===== config.mk =====
export PLATFORM = sky130hd
export DESIGN_NAME = uart_tx_reporter_flat
export DESIGN_NICKNAME = d
export VERILOG_FILES = /design/src/rtl/uart_tx_reporter_pkg.sv /design/src/rtl/uart_tx_reporter_if.sv /design/src/rtl/uart_tx_reporter_bin2bcd_seq.sv /design/src/rtl/uart_tx_reporter.sv /design/src/flat_wrapper.sv
export SDC_FILE = /design/constraint.sdc
export NUM_CORES = 1
export LEC_CHECK = 0
export CAP_MARGIN = 20
export CELL_PAD_IN_SITES_DETAIL_PLACEMENT = 1
export CELL_PAD_IN_SITES_GLOBAL_PLACEMENT = 2
export CORE_UTILIZATION = 35
export DETAILED_ROUTE_END_ITERATION = 16
export PLACE_DENSITY_LB_ADDON = 0.1
export SYNTH_ARGS = -nofsm -noshare
export SYNTH_HDL_FRONTEND = slang
export SYNTH_SLANG_ARGS = --single-unit

===== constraint.sdc =====
create_clock -name clk -period 3.2 [get_ports clk]
set_input_delay 0.96 -clock clk [delete_from_list [all_inputs] [get_ports clk]]
set_output_delay 0.96 -clock clk [all_outputs]
set_load 0.005 [all_outputs]

===== src/rtl/uart_tx_reporter_pkg.sv =====
// Shared types and constants for the UART TX status reporter.
// Holds the FSM encoding, ASCII codes and message geometry.
package uart_tx_reporter_pkg;

  localparam int CNT_W   = 14;
  localparam int MAX_CNT = 9999;
  localparam int MSG_LEN = 7;

  typedef enum logic [1:0] {
    IDLE = 2'd0,
    CONV = 2'd1,
    SEND = 2'd2
  } state_t;

  localparam logic [7:0] ASCII_R  = 8'h52;
  localparam logic [7:0] ASCII_S  = 8'h53;
  localparam logic [7:0] ASCII_C  = 8'h43;
  localparam logic [7:0] ASCII_0  = 8'h30;
  localparam logic [7:0] ASCII_CR = 8'h0D;
  localparam logic [7:0] ASCII_LF = 8'h0A;

  function automatic logic [7:0] digitChar(input logic [3:0] nibble);
    return ASCII_0 + {4'd0, nibble};
  endfunction

endpackage


===== src/rtl/uart_tx_reporter_if.sv =====
// Request/FIFO-write bundle between the reporter and its surroundings.
// The slave modport is the reporter's view.
interface uart_tx_reporter_if;
  logic       send;
  logic       tx_full;
  logic [7:0] tx_data;
  logic       wr_en;
  logic       busy;

  modport master (output send, tx_full, input tx_data, wr_en, busy);
  modport slave  (input send, tx_full, output tx_data, wr_en, busy);
endinterface


===== src/rtl/uart_tx_reporter_bin2bcd_seq.sv =====
// Sequential double-dabble binary-to-BCD converter, one bit per clock.
// A start pulse loads the value; o_done flags the cycle of the final step.
module bin2bcd_seq #(
  parameter int CNT_W = 14
) (
  input  logic             clk,
  input  logic             reset,
  input  logic             i_start,
  input  logic [CNT_W-1:0] i_bin,
  output logic             o_done,
  output logic [15:0]      o_bcd
);

  localparam int STEP_W = $clog2(CNT_W + 1);

  logic [CNT_W-1:0]  r_bin;
  logic [15:0]       r_bcd;
  logic [STEP_W-1:0] r_step;
  logic              r_active;
  logic [15:0]       w_adj;

  always_comb begin
    w_adj = r_bcd;
    for (int i = 0; i < 4; i++) begin
      if (r_bcd[4*i +: 4] >= 4'd5) w_adj[4*i +: 4] = r_bcd[4*i +: 4] + 4'd3;
    end
  end

  // Done is raised while the last step is in flight so the caller can
  // move on at the same edge that lands the final BCD value.
  assign o_done = r_active && (r_step == STEP_W'(CNT_W - 1));
  assign o_bcd  = r_bcd;

  always_ff @(posedge clk or posedge reset) begin
    if (reset) begin
      r_bin    <= '0;
      r_bcd    <= '0;
      r_step   <= '0;
      r_active <= 1'b0;
    end else if (i_start) begin
      r_bin    <= i_bin;
      r_bcd    <= '0;
      r_step   <= '0;
      r_active <= 1'b1;
    end else if (r_active) begin
      r_bcd  <= {w_adj[14:0], r_bin[CNT_W-1]};
      r_bin  <= {r_bin[CNT_W-2:0], 1'b0};
      r_step <= r_step + 1'b1;
      if (o_done) r_active <= 1'b0;
    end
  end

endmodule


===== src/rtl/uart_tx_reporter.sv =====
// Snapshots count and mode, converts to decimal and writes a 7-byte
// status line ("M dddd CR LF") into the UART TX FIFO.
module uart_tx_reporter
  import uart_tx_reporter_pkg::*;
(
  input  logic             clk,
  input  logic             reset,
  input  logic [CNT_W-1:0] i_count,
  input  logic             i_run_on,
  input  logic             i_clr_on,
  uart_tx_reporter_if.slave bus
);

  state_t           r_state;
  state_t           w_nextState;
  logic [7:0]       r_mode;
  logic [2:0]       r_idx;
  logic             r_pending;
  logic [CNT_W-1:0] w_satCount;
  logic [7:0]       w_modeChar;
  logic             w_start;
  logic             w_lastWrite;
  logic             w_restart;
  logic             w_done;
  logic [15:0]      w_bcd;
  logic             w_wrEn;
  logic [7:0]       w_txData;
  logic             w_busy;

  assign w_satCount = (i_count > CNT_W'(MAX_CNT)) ? CNT_W'(MAX_CNT) : i_count;
  assign w_modeChar = i_clr_on ? ASCII_C : (i_run_on ? ASCII_R : ASCII_S);

  // A request arriving on the final write edge counts as pending too.
  assign w_lastWrite = (r_state == SEND) && w_wrEn && (r_idx == 3'(MSG_LEN - 1));
  assign w_restart   = w_lastWrite && (r_pending || bus.send);
  assign w_start     = ((r_state == IDLE) && bus.send) || w_restart;

  bin2bcd_seq #(.CNT_W(CNT_W)) u_bin2bcd (
    .clk     (clk),
    .reset   (reset),
    .i_start (w_start),
    .i_bin   (w_satCount),
    .o_done  (w_done),
    .o_bcd   (w_bcd)
  );

  always_ff @(posedge clk or posedge reset) begin
    if (reset) r_state <= IDLE;
    else       r_state <= w_nextState;
  end

  always_comb begin
    w_nextState = r_state;
    case (r_state)
      IDLE:    if (bus.send) w_nextState = CONV;
      CONV:    if (w_done) w_nextState = SEND;
      SEND:    if (w_lastWrite) w_nextState = w_restart ? CONV : IDLE;
      default: w_nextState = IDLE;
    endcase
  end

  always_comb begin
    w_wrEn   = 1'b0;
    w_txData = 8'h00;
    w_busy   = (r_state != IDLE);
    if (r_state == SEND) begin
      w_wrEn = ~bus.tx_full;
      case (r_idx)
        3'd0:    w_txData = r_mode;
        3'd1:    w_txData = digitChar(w_bcd[15:12]);
        3'd2:    w_txData = digitChar(w_bcd[11:8]);
        3'd3:    w_txData = digitChar(w_bcd[7:4]);
        3'd4:    w_txData = digitChar(w_bcd[3:0]);
        3'd5:    w_txData = ASCII_CR;
        3'd6:    w_txData = ASCII_LF;
        default: w_txData = 8'h00;
      endcase
    end
  end

  assign bus.wr_en   = w_wrEn;
  assign bus.tx_data = w_txData;
  assign bus.busy    = w_busy;

  always_ff @(posedge clk or posedge reset) begin
    if (reset) begin
      r_mode    <= 8'h00;
      r_idx     <= 3'd0;
      r_pending <= 1'b0;
    end else begin
      if (w_start) r_mode <= w_modeChar;
      if (w_start || w_lastWrite) r_idx <= 3'd0;
      else if (w_wrEn)            r_idx <= r_idx + 3'd1;
      if (w_restart)                          r_pending <= 1'b0;
      else if (bus.send && r_state != IDLE)   r_pending <= 1'b1;
    end
  end

endmodule


===== src/flat_wrapper.sv =====
// flat-port wrapper written by rule: the top's interface ports become plain ports
module uart_tx_reporter_flat import uart_tx_reporter_pkg::*;
  (clk, reset, i_count, i_run_on, i_clr_on, bus_send, bus_tx_full, bus_tx_data, bus_wr_en, bus_busy);
  uart_tx_reporter_if bus_i ();
  input  logic clk;
  input  logic reset;
  input  logic [CNT_W-1:0] i_count;
  input  logic i_run_on;
  input  logic i_clr_on;
  input wire logic [$bits(bus_i.send)-1:0] bus_send;
  input wire logic [$bits(bus_i.tx_full)-1:0] bus_tx_full;
  output wire logic [$bits(bus_i.tx_data)-1:0] bus_tx_data;
  output wire logic [$bits(bus_i.wr_en)-1:0] bus_wr_en;
  output wire logic [$bits(bus_i.busy)-1:0] bus_busy;
  assign bus_i.send = bus_send;
  assign bus_i.tx_full = bus_tx_full;
  assign bus_tx_data = bus_i.tx_data;
  assign bus_wr_en = bus_i.wr_en;
  assign bus_busy = bus_i.busy;
  uart_tx_reporter u_core (.clk(clk), .reset(reset), .i_count(i_count), .i_run_on(i_run_on), .i_clr_on(i_clr_on), .bus(bus_i));
endmodule

# After elaboration in Yosys (flattened, before gate mapping)
# Cells that the tools add are included.
[classes] add_sub_neg=10 magnitude_cmp=5 eq_ne=12 mux=28 bitwise_logic=1 n_reduce_logical=16
[ops] operator="case mux 8 bit (7 select lines)" n=1
[ops] operator="2-to-1 mux 14 bit" n=3
[ops] operator="2-to-1 mux 16 bit" n=2
[ops] operator="adder 6 x 4 -> 7 bit (first input constant)" n=4
[ops] operator="2-to-1 mux 4 bit" n=5
[ops] operator="greater-or-equal comparator 4 x 3 -> 1 bit (second input constant)" n=4
[ops] operator="2-to-1 mux 8 bit" n=2
[ops] operator="> comparator 14 bit (second input constant)" n=1
[ops] operator="adder 4 x 2 -> 4 bit (second input constant)" n=3
[ops] operator="equality test 3 bit (second input constant)" n=3
[ops] operator="2-to-1 mux 3 bit" n=3
[ops] operator="2-to-1 mux 1 bit" n=8
[ops] operator="nonzero test 2 bit" n=4
[ops] operator="equality test 3 x 2 -> 1 bit (second input constant)" n=2
[ops] operator="logical AND 1 bit" n=6
[ops] operator="2-to-1 mux 2 bit" n=3
[ops] operator="case mux 2 bit (3 select lines)" n=1
[ops] operator="adder 4 x 1 -> 4 bit (second input constant)" n=1
[ops] operator="equality test 4 bit (second input constant)" n=1
[ops] operator="inequality test 2 bit (second input constant)" n=2
[ops] operator="adder 3 x 1 -> 3 bit (second input constant)" n=1
[ops] operator="adder 3 x 2 -> 3 bit (second input constant)" n=1
[ops] operator="equality test 3 x 1 -> 1 bit (second input constant)" n=1
[ops] operator="logical NOT 3 bit" n=1
[ops] operator="7 further kinds" n=9
[totals] register_bits=49 input_bits=20 out_inout_bits=10 elab_cells=80

# Logic depth before layout (Yosys ltp)
# Gate-level depths: netlist of run 1.
[depth] depth_word=8 mapped_depth=8 depth_no_buf=5

# Hierarchy
# From an unflattened synthesis of run 1, not the netlist that was laid out.
[unflattened] cells_unflattened=304 area_unflattened_um2=2790.2
[by_module_without_submodules] module="bin2bcd_seq" instances=1 cells_each=192 area_per_inst_um2=1874.3
[by_module_without_submodules] module="uart_tx_reporter" instances=1 cells_each=112 area_per_inst_um2=915.9

# Least setup slack after synthesis of run 1
# No wires, ideal clock.
[synth_path] path_type="register to output" startpoint="reg u_core.r_idx[0]" endpoint="out bus_tx_data[0]" t_arrival_ns=1.426 setup_slack_ns=0.814 stages_incl_launch_ff=6 n_path_buf=1 path_cell_list="dfrtp_1 > inv_1 > ha_1 > buf_2 > o41ai_1 > a31oi_1"
[synth_between] elab_chain_cells=3 elab_cells_between_ends=9 classes_between="eq/ne (6); mux (2); reduce/logical (1)"
[synth_lines] element="from (decl)" line="uart_tx_reporter.sv:17" rtl="logic [2:0] r_idx;"
[synth_lines] element="from (signal assigned)" line="uart_tx_reporter.sv:93" rtl="else if (w_wrEn) r_idx <= r_idx + 3'd1;"
[synth_lines] element="equality test 3 bit, or another cell as far along" line="uart_tx_reporter.sv:68" rtl="case (r_idx)"
[synth_lines] element="case mux 8 bit (7 select lines) (*)" line="uart_tx_reporter.sv:68"
[synth_lines] element="2-to-1 mux 8 bit (*)" line="uart_tx_reporter.sv:66" rtl="if (r_state == SEND) begin"
[synth_lines] element="to (decl)" line="flat_wrapper.sv:12" rtl="output wire logic [$bits(bus_i.tx_data)-1:0] bus_tx_data;"
# Mark *: on every way between the ends. The rest lies on a longest branch, timed or not.

# Final worst setup path of run 1
[layout_path] startpoint="in bus_tx_full" endpoint="out bus_wr_en"
[layout_between] elab_chain_cells=2
[layout_lines] element="from (decl)" line="flat_wrapper.sv:11" rtl="input wire logic [$bits(bus_i.tx_full)-1:0] bus_tx_full;"
[layout_lines] element="inverter 1 bit" line="uart_tx_reporter.sv:67" rtl="w_wrEn = ~bus.tx_full;"
[layout_lines] element="2-to-1 mux 1 bit" line="uart_tx_reporter.sv:66"
[layout_lines] element="to (decl)" line="flat_wrapper.sv:13" rtl="output wire logic [$bits(bus_i.wr_en)-1:0] bus_wr_en;"
# No other way between the ends.

==> impl_metrics.csv, run 1 <==
group,metric,value,unit
worst_setup_path,crit_arrival,2.13,ns
pwr,power.density,822.6,nW/um^2
layout,stdcell_count,425,
grt,grt_usage,0.1770,
logic_synthesis,synthesized_netlist_net_count,325,
drt,vias,2327,
sta,timing.setup.tns,0,ns
die,die_y,91.51,um
layout,final_instance_area,3357,um^2
clock_network,clock-root-buffer,"clkbuf_8",
logic_synthesis,synthesis.area,2804,um^2
clock_network,worst_setup_hold_path_clk_slew,0.08,ns
layout,nets,357,
logic_synthesis,area_fraction_of_the_dominant_cell_type_after_synthesis,0.3927,
logic_synthesis,yosys_warnings,0,
grt,first_global_vias,2430,
logic_synthesis,seq_area_frac_synth,0.3927,
logic_synthesis,syn-instance-count,290,
place,gpl.final_weighted_congestion,0.6977,
logic_synthesis,synth_seq_cells,44,
place,pre_cts_ws,0.1013,ns
die,row_count,32,
logic_synthesis,synth.top_cells.by_count,"dfrtp_1 (44), mux2i_1 (27), a21oi_1 (18)",
clock_network,ctsLongestPathBuffers,2,
logic_synthesis,synthSimpleGateAreaFrac,0.1602,
sta,unrepaired_setup_endpoints_after_global_routing,"no",
logic_synthesis,synth_most_common_cell,"dfrtp_1",
die,design.portCount,30,
place,hpwlAfterDp,5121,um
worst_setup_path,worstPathRequired,2.24,ns
pwr,totalPowerFinal,2.762,mW
logic_synthesis,avgSynthCellArea,9.669,um^2
place,placement.io_buffers,28,
sta,timing.final.max_slew_violations,0,
clock_network,numClockSinks,44,
logic_synthesis,synth_area_leader_cell,"dfrtp_1",
worst_setup_path,slowest_cell_on_the_critical_path,"clkdlybuf4s50_1",
drt,drt-pass1-iter-count,4,
worst_setup_path,critical_path.cell_chain,"clkdlybuf4s50_1 > nor3b_2 > clkdlybuf4s50_1",
drt,route.detailed.wl_per_inst,16.12,um
logic_synthesis,largest_family_of_logic_cells_by_synthesized_area,"compound AO/OA/AOI/OAI gates",
layout,area_added_between_synthesis_and_finish,19.72,%
sta,final_period_minus_worst_setup_slack,3.087,ns
worst_setup_path,critPathMaxFanout,2,
sta,slew_headroom,0.5675,
grt,grt_overflow_total,0,
clock_network,postCtsSetupRepairBufs,0,
logic_synthesis,synth-edff-count,0,
worst_setup_path,setup.worst_path.class,"input port to primary output",
clock_network,cts_bufs_inserted,5,
worst_setup_path,timing.critical_path.mode_cell,"clkdlybuf4s50_1",
sta,worst_hold_slack,0.4822,ns
drt,remaining_drc_errors,0,
grt,grt_first_pass_wirelength,11810,um
logic_synthesis,synth_area_leaders,"dfrtp_1 (39%), mux2i_1 (9.6%), ha_1 (6.7%), a21oi_1 (3.2%), a31oi_1 (3.1%)",
drt,via_per_inst,5.475,
place,placed_cells,417,
die,floorplan.initialDensity,0.3629,
sta,setup_violations,0,
logic_synthesis,synth.distinct_cells,51,
worst_setup_path,worst_setup_path_start_kind,"input port",
grt,grt_busiest_layer,"met2",
clock_network,clock_tree.htree_level_count,2,
logic_synthesis,synth_adder_area_share,0.06693,
grt,global_route.usage.met3,0.02764,
grt,global_route.usage.met1,0.2242,
sta,finalHoldViolCount,0,
clock_network,insertion_delay,0.29,ns
layout,utilization,0.4344,
place,place_area,3228,um^2
pwr,ir_worst_vdd,0.2796,mV
worst_setup_path,max_stage_delay,0.54,ns
sta,final_critical_path_setup_slack,0.1127,ns
grt,largest_net_degree_at_the_start_of_global_routing,33,
drt,postRouteAntennaNets,0,
min_path,worstHoldPathType,"register to register",
sta,worst_slew_pin_slew,0.6488,ns
sta,fin_skew,0.005478,ns
drt,drt-total-wl,6853,um
grt,number_of_antenna_violations_at_the_first_check_in_global_routing,0,
job,drv_cap,0,
layout,insertedDiodeCount,0,
grt,met2_track_demand_over_resource,0.3070,
run_status,result_of_the_run,"completed",
logic_synthesis,synth_xor_xnor_area_share,0.01249,
pwr,power.leakage,1.403,nW
sta,final.period_utilization,0.9648,
die,fp.dieW,91.51,um
worst_setup_path,endpoint_kind,"primary output",
logic_synthesis,synth_compound_area_frac,0.1937,
logic_synthesis,yosys_most_used_dff,"dfrtp_1",
drt,initialDrtViolationCount,56,
clock_network,cts_tree,"yes",
layout,layout-drive-gt1-share,0.1022,
sta,maxClockFrequency,0.3239,GHz
logic_synthesis,asyncSetResetFlopFracSynth,1.000,
die,fp.dieArea,8373,um^2
die,core_region_area,7727,um^2
logic_synthesis,synthMuxAreaShare,0.1124,
==> area by class of cell <==
type,instances,area (um^2)
fill,895,4370
sequential,44,1102
timing repair buffer,41,377.9
inverter,21,78.83
clock buffer,6,82.58
multi-input combinational,209,1549
tap,102,127.6
clock inverter,2,38.79
==> report_power, final <==
group | total (mW) | switching (mW) | internal, mW
logic | 1.19 | 0.601 | 0.587
registers | 1.12 | 0.332 | 0.787
clock network | 0.454 | 0.199 | 0.256
total | 2.76 | 1.13 | 1.63
==> cells in the final DEF, fill, tap and decap left out, types with 3 or more instances in the layout <==
| master | instances |
|---|---|
| clkbuf_8 | 6 |
| a221oi_1 | 4 |
| nand2b_1 | 8 |
| nor2_1 | 11 |
| clkdlybuf4s50_1 | 28 |
| mux2_1 | 4 |
| buf_4 | 13 |
| nand2_1 | 13 |
| nand3_1 | 9 |
| nand4_1 | 3 |
| ha_1 | 12 |
| nor2b_1 | 11 |
| or4_1 | 10 |
| a21o_1 | 3 |
| a31oi_1 | 14 |
| mux2i_1 | 27 |
| dfrtp_1 | 43 |
| inv_2 | 4 |
| and3b_1 | 3 |
| ha_2 | 3 |
| a211oi_1 | 6 |
| o2111ai_1 | 6 |
| a21oi_1 | 18 |
| inv_1 | 16 |
| o21ai_0 | 13 |
==> per-layer routing <==
layer | vias to the layer above | wire length, um
met2 | 35 | 3369
met4 | 0 | 112
met1 | 1149 | 3210
li1 | 1135 | -
met5 | - | 0
met3 | 8 | 161
==> critical path: cells and delay by family <==
kind	cells	cell delay, ns
and+or+nand+nor	1	0.19
buffers and inverters	2	0.97
==> final timing paths <==
kind	depth (start not counted)	to	from	slack, ns
max	3	bus_wr_en	bus_tx_full	0.11
min	1	u_core.r_mode[1]	u_core.r_mode[1]	0.48
max reg2reg	6	u_core.u_bin2bcd.r_bin[2]	u_core.r_idx[0]	1.12
min reg2reg	1	u_core.r_mode[1]	u_core.r_mode[1]	0.48
max in group asynchronous	3	u_core.u_bin2bcd.o_bcd[13]	reset	1.61
min in group asynchronous	2	u_core.u_bin2bcd.r_bin[10]	reset	1.00
==> cells by family after synthesis <==
| family | after synthesis |
|---|---|
| AO/OA/AOI/OAI | 80 |
| XOR/XNOR | 4 |
| adder cells (fa/ha/maj) | 15 |
| buffers and inverters | 37 |
| flip-flops | 44 |
| multiplexers | 31 |
| other | 1 |
| AND/OR/NAND/NOR | 78 |
==> what timing repair did <==
action / 4_1_cts / 5_1_grt
hold buffers: 0 / 0
endpoints found under the setup margin: 0 / 4
resized for setup: 0 / 3
==> registers in the layout (all words and copies together), names as in the netlist <==
register,flops
u_core.r_mode,3
u_core.u_bin2bcd.o_bcd,16
u_core.r_state,2
u_core.u_bin2bcd.r_active,1
u_core.r_pending,1
u_core.r_idx,3
u_core.u_bin2bcd.r_bin,14
u_core.u_bin2bcd.r_step,4
(Power assumes the default switching activity.)
==> inputs of run 2 (changes only) <==
--- a/config.mk
+++ b/config.mk
@@ -8,8 +8,10 @@
 export CAP_MARGIN = 20
 export CELL_PAD_IN_SITES_DETAIL_PLACEMENT = 1
 export CELL_PAD_IN_SITES_GLOBAL_PLACEMENT = 2
+export CORE_ASPECT_RATIO = 1.2
 export CORE_UTILIZATION = 35
 export DETAILED_ROUTE_END_ITERATION = 16
+export DONT_BUFFER_PORTS = 1
 export PLACE_DENSITY_LB_ADDON = 0.1
 export SYNTH_ARGS = -nofsm -noshare
 export SYNTH_HDL_FRONTEND = slang
==> run 2 against run 1 <==
Clock power is 26% lower. Sequential cell count stayed put. Non-clock buffer count is 33 lower. Sequential share of layout area is 4.2 points higher. Critical path type is now register to primary output. Combinational power is 4% lower. Critical endpoint is now bus_tx_data[0]. Hold slack worse by 0.020 ns. Utilization is 4.8 points lower. Largest cell class unchanged. Critical path depth is 1 higher. Cell count is 10% lower.
==> impl_metrics.csv, run 2 (synthesis results as in run 1) <==
group,metric,value,unit
run_status,result_of_the_run,"completed",
clock_network,post_cts.resized_instances,0,
sta,final.period_utilization,0.8970,
layout,largest_reg_flops,16,
drt,drt-total-wl,6707,um
sta,setup_violations,0,
pwr,ir_worst_vdd,0.3060,mV
drt,drt-pass1-iter-count,4,
sta,final_period_minus_worst_setup_slack,2.870,ns
clock_network,cts_hold_buf,0,
sta,finalHoldViolCount,0,
worst_setup_path,worst_setup_path_start_kind,"register",
clock_network,worst_setup_hold_path_clk_slew,0.08,ns
layout,nets,324,
clock_network,ctsLongestPathBuffers,2,
layout,area_added_between_synthesis_and_finish,6.247,%
sta,unrepaired_setup_endpoints_after_global_routing,"no",
drt,initialDrtViolationCount,61,
sta,slew_headroom,0.5629,
die,fp.dieArea,8375,um^2
worst_setup_path,critPathMaxFanout,9,
grt,grt_overflow_total,0,
sta,final_critical_path_setup_slack,0.3297,ns
job,drv_cap,0,
sta,worst_slew_pin_slew,0.6535,ns
die,row_count,35,
place,pre_cts_ws,0.6454,ns
drt,route.detailed.wl_per_inst,17.56,um
worst_setup_path,endpoint_kind,"primary output",
drt,vias,2214,
place,place_area,2898,um^2
drt,remaining_drc_errors,0,
die,die_y,100.1,um
drt,postRouteAntennaNets,0,
sta,timing.final.max_slew_violations,0,
place,placed_cells,374,
layout,insertedDiodeCount,0,
grt,grt_usage,0.1726,
layout,mostFrequentLayoutCells,"dfrtp_1 (43), mux2i_1 (27), a21oi_1 (18)",
die,floorplan.initialDensity,0.3638,
die,core_region_area,7707,um^2
layout,multi_input_combinational_cell_area,1541,um^2
clock_network,clock-root-buffer,"clkbuf_8",
layout,seq_area,1102,um^2
layout,stdcell_count,382,
place,placement.io_buffers,0,
worst_setup_path,crit_arrival,1.91,ns
sta,timing.setup.tns,0,ns
sta,fin_skew,0.009082,ns
layout,final_common_cell,"dfrtp_1",
layout,layout-drive-gt1-share,0.07931,
pwr,totalPowerFinal,2.585,mW
sta,maxClockFrequency,0.3484,GHz
die,design.portCount,30,
pwr,power.leakage,1.256,nW
grt,grt_first_pass_wirelength,11620,um
min_path,worstHoldPathType,"register to register",
clock_network,cts_tree,"yes",
layout,final_instance_area,2979,um^2
grt,largest_net_degree_at_the_start_of_global_routing,34,
grt,first_global_vias,2385,
clock_network,clock_tree.htree_level_count,2,
clock_network,numClockSinks,44,
grt,number_of_antenna_violations_at_the_first_check_in_global_routing,0,
worst_setup_path,setup.worst_path.class,"register to primary output",
place,gpl.final_weighted_congestion,0.7001,
clock_network,cts_bufs_inserted,5,
worst_setup_path,worstPathRequired,2.24,ns
sta,worst_hold_slack,0.4624,ns
clock_network,insertion_delay,0.29,ns
pwr,power.density,867.6,nW/um^2
drt,via_per_inst,5.796,
clock_network,postCtsSetupRepairBufs,0,
layout,layout.filler_cells,884,
layout,utilization,0.3865,
place,hpwlAfterDp,4904,um
die,fp.dieW,83.71,um
## run 2: metal layers
metal	track usage	wire length, um	up-vias
li1	-	-	1066
met1	0.2203	3132	1115
met2	0.3033	3333	27
met3	0.02796	157	6
met4	0.04694	83	0
met5	0	0	-
## run 2: layout make-up
type / count / share of cell area
multi-input combinational: 209 / 0.5174
timing repair buffer: 8 / 0.02016
tap: 92 / 0.03864
sequential: 44 / 0.3700
clock inverter: 1 / 0.001680
clock buffer: 7 / 0.02562
inverter: 21 / 0.02646
## run 2: path summary, 6_finish.rpt
check                            startpoint                        end  slack, ns  cells after the start
setup / recovery            u_core.r_idx[0]             bus_tx_data[0]       0.33                      4
hold / removal             u_core.r_mode[1]           u_core.r_mode[1]       0.46                      1
setup reg to reg            u_core.r_idx[0]  u_core.u_bin2bcd.o_bcd[4]       0.92                      6
hold reg to reg            u_core.r_mode[1]           u_core.r_mode[1]       0.46                      1
max in group asynchronous             reset  u_core.u_bin2bcd.r_bin[4]       2.01                      2
min in group asynchronous             reset  u_core.u_bin2bcd.o_bcd[2]       0.61                      1
## run 2: critical path: stages, from the launching register on
cell and delay (ns):
dfrtp_1 0.41, inv_1 0.08, ha_1 0.31, o41ai_1 0.68
a31oi_1 0.13
## run 2: power breakdown
| part | internal (mW) | total, mW | switching, mW |
|---|---|---|---|
| Clock | 0.154 | 0.338 | 0.185 |
| Sequential | 0.787 | 1.11 | 0.323 |
| Combinational | 0.544 | 1.14 | 0.591 |
| Total | 1.49 | 2.58 | 1.10 |
==> inputs of run 3 (changes only) <==
--- a/config.mk
+++ b/config.mk
@@ -12,6 +12,7 @@
 export CORE_UTILIZATION = 35
 export DETAILED_ROUTE_END_ITERATION = 16
 export DONT_BUFFER_PORTS = 1
+export GPL_TIMING_DRIVEN = 0
 export PLACE_DENSITY_LB_ADDON = 0.1
 export SYNTH_ARGS = -nofsm -noshare
 export SYNTH_HDL_FRONTEND = slang
==> run 3 against run 2 <==
Global-route usage rose by 1.5 points. Worst setup slack worse by 0.16 ns. Non-clock buffer count rose by 9. Sequential power is 7% lower. Critical path type unchanged. Total power up 6.3%. Routed wire length rose by 9.7%. Largest cell class unchanged.
==> impl_metrics.csv, run 3 (synthesis results as in run 1) <==
group,metric,value,unit
pwr,switching_power_summed_over_all_nets,1.168,mW
clock_network,insertion_delay,0.30,ns
grt,grt_overflow_total,0,
layout,mostFrequentLayoutCells,"dfrtp_1 (44), mux2i_1 (27), a21oi_1 (18)",
pwr,pwr-share-seq,0.376,
grt,grt_usage,0.1873,
place,gpl.final_weighted_congestion,0.7857,
layout,area_added_between_synthesis_and_finish,8.791,%
clock_network,clock_tree.htree_level_count,2,
worst_setup_path,critical_path.reg2reg.startpoint,"u_core.r_idx[0]",
clock_network,cts_tree,"yes",
pwr,clockPowerShare,0.160,
die,fp.dieArea,8375,um^2
sta,worst_hold_slack,0.4823,ns
sta,slew_headroom,0.5090,
worst_setup_path,crit_arrival,2.07,ns
run_status,result_of_the_run,"completed",
sta,worst_slew_pin_slew,0.7269,ns
sta,setup_violations,0,
die,fp.dieW,83.71,um
pwr,combinationalPowerShare,0.464,
drt,postRouteAntennaNets,0,
drt,route.detailed.wl_per_inst,18.82,um
job,drv_cap,0,
drt,remaining_drc_errors,0,
min_path,worstHoldPathType,"register to register",
clock_network,clock-root-buffer,"clkbuf_8",
sta,final.period_utilization,0.9460,
die,row_count,35,
clock_network,worst_setup_hold_path_clk_slew,0.09,ns
layout,multi_input_combinational_cell_area,1534,um^2
pwr,power.density,900.9,nW/um^2
clock_network,post_cts.resized_instances,0,
layout,layout.filler_cells,890,
worst_setup_path,slowest_cell_on_the_critical_path,"o41ai_1",
worst_setup_path,critPathBufInv,2,
worst_setup_path,max_stage_delay,0.72,ns
worst_setup_path,reg2regPathDepth,7,
worst_setup_path,setup.worst_path.class,"register to primary output",
place,placement.io_buffers,0,
grt,largest_net_degree_at_the_start_of_global_routing,30,
worst_setup_path,worstPathRequired,2.24,ns
min_path,worst_hold_stages,1,
die,core_region_area,7707,um^2
drt,via_per_inst,5.708,
pwr,power.leakage,1.296,nW
grt,first_global_vias,2346,
layout,final_common_cell,"dfrtp_1",
pwr,ir_worst_vdd,0.3109,mV
sta,final_period_minus_worst_setup_slack,3.027,ns
grt,grt_first_pass_wirelength,12250,um
layout,nets,333,
layout,layout-drive-gt1-share,0.09699,
layout,largest_reg_flops,16,
min_path,min_delay_worst_endpoint,"u_core.r_mode[1]",
sta,timing.setup.tns,0,ns
drt,initialDrtViolationCount,63,
layout,insertedDiodeCount,0,
layout,seq_area,1101,um^2
clock_network,postCtsSetupRepairBufs,0,
place,hpwlAfterDp,5457,um
pwr,power_report.internal_total,1.580,mW
worst_setup_path,endpoint_kind,"primary output",
grt,number_of_antenna_violations_at_the_first_check_in_global_routing,0,
worst_setup_path,setup.reg_to_reg.worst_slack,1.24,ns
die,floorplan.initialDensity,0.3638,
drt,drt-pass1-iter-count,4,
die,die_y,100.1,um
clock_network,ctsLongestPathBuffers,2,
worst_setup_path,worst_setup_path_start_kind,"register",
clock_network,cts_hold_buf,0,
clock_network,numClockSinks,44,
worst_setup_path,critPathMaxFanout,9,
sta,fin_skew,0.005143,ns
sta,finalHoldViolCount,0,
worst_setup_path,critical-path-top-delay-family,"compound AO/OA/AOI/OAI gates",
worst_setup_path,worst_r2r_endpoint,"u_core.u_bin2bcd.r_bin[13]",
pwr,swShare,0.4250,
sta,unrepaired_setup_endpoints_after_global_routing,"no",
die,design.portCount,30,
sta,timing.final.max_slew_violations,0,
sta,maxClockFrequency,0.3304,GHz
min_path,min-delay-start,"u_core.r_mode[1]",
clock_network,cts_bufs_inserted,5,
worst_setup_path,critical_path.cell_chain,"inv_1 > ha_1 > buf_2 > o41ai_1 > a31oi_1",
drt,drt-total-wl,7360,um
drt,vias,2232,
-- run 3: changes by cell type in the layout (fill, tap and decap cells not counted) --
cell	delta
clkinvlp_4	+1
a211oi_4	-1
dfrtp_1	+1
bufinv_16	+1
buf_12	+1
a211oi_2	+1
buf_4	-2
buf_2	+6
clkbuf_1	+2
dfrtp_2	-1
-- run 3: metrics by stage --
step | cells | power, mW | utilization | setup WS [ns] | area [um^2]
global route | 391 | 3.004 | 0.3958 | 0.02321 | 3050
global placement | 382 | 2.312 | 0.3787 | 0.5048 | 2919
floorplan | 290 | 1.964 | - | 0.8137 | 2804
CTS | 391 | 2.797 | 0.3958 | 0.1460 | 3050
finish | 391 | 2.748 | 0.3958 | 0.1729 | 3050
detailed placement | 383 | 2.339 | 0.3813 | 0.4891 | 2939
-- run 3: power groups by stage --
stage / Sequential, mW / Combinational (mW) / Clock, mW
2_1_floorplan: 0.948 / 1.02 / 0
3_3_place_gp: 1.04 / 1.27 / 0
3_5_place_dp: 1.05 / 1.29 / 0
4_1_cts: 1.04 / 1.30 / 0.461
5_1_grt: 1.07 / 1.45 / 0.481
6_report: 1.03 / 1.28 / 0.440
-- run 3: routing by layer --
| layer | share of wire | vias up | track usage |
|---|---|---|---|
| li1 | - | 1085 | - |
| met1 | 0.46 | 1107 | 0.2372 |
| met2 | 0.51 | 33 | 0.3340 |
| met3 | 0.019 | 7 | 0.02714 |
| met4 | 0.0095 | 0 | 0.05085 |
| met5 | 0 | - | 0 |
-- run 3: final cells by class --
class / instances / area share
Clock buffer: 5 / 0.02256
Tap cell: 92 / 0.03774
Multi-Input combinational cell: 209 / 0.5029
Clock inverter: 3 / 0.01395
Timing Repair Buffer: 1 / 0.006563
Inverter: 21 / 0.02584
Sequential cell: 44 / 0.3610
Buffer: 16 / 0.02953
-- run 3: worst max-delay path by stage --
stage | end | slack (ns) | from | cells past startpoint
5_1_grt | bus_tx_data[0] | 0.02 | u_core.r_idx[0] | 5
4_1_cts | bus_tx_data[1] | 0.15 | u_core.r_idx[0] | 5
6_report | bus_tx_data[1] | 0.17 | u_core.r_idx[0] | 5
3_5_place_dp | bus_tx_data[1] | 0.49 | u_core.r_idx[0] | 5
2_1_floorplan | bus_tx_data[0] | 0.81 | u_core.r_idx[0] | 5
3_3_place_gp | bus_tx_data[1] | 0.50 | u_core.r_idx[1] | 5
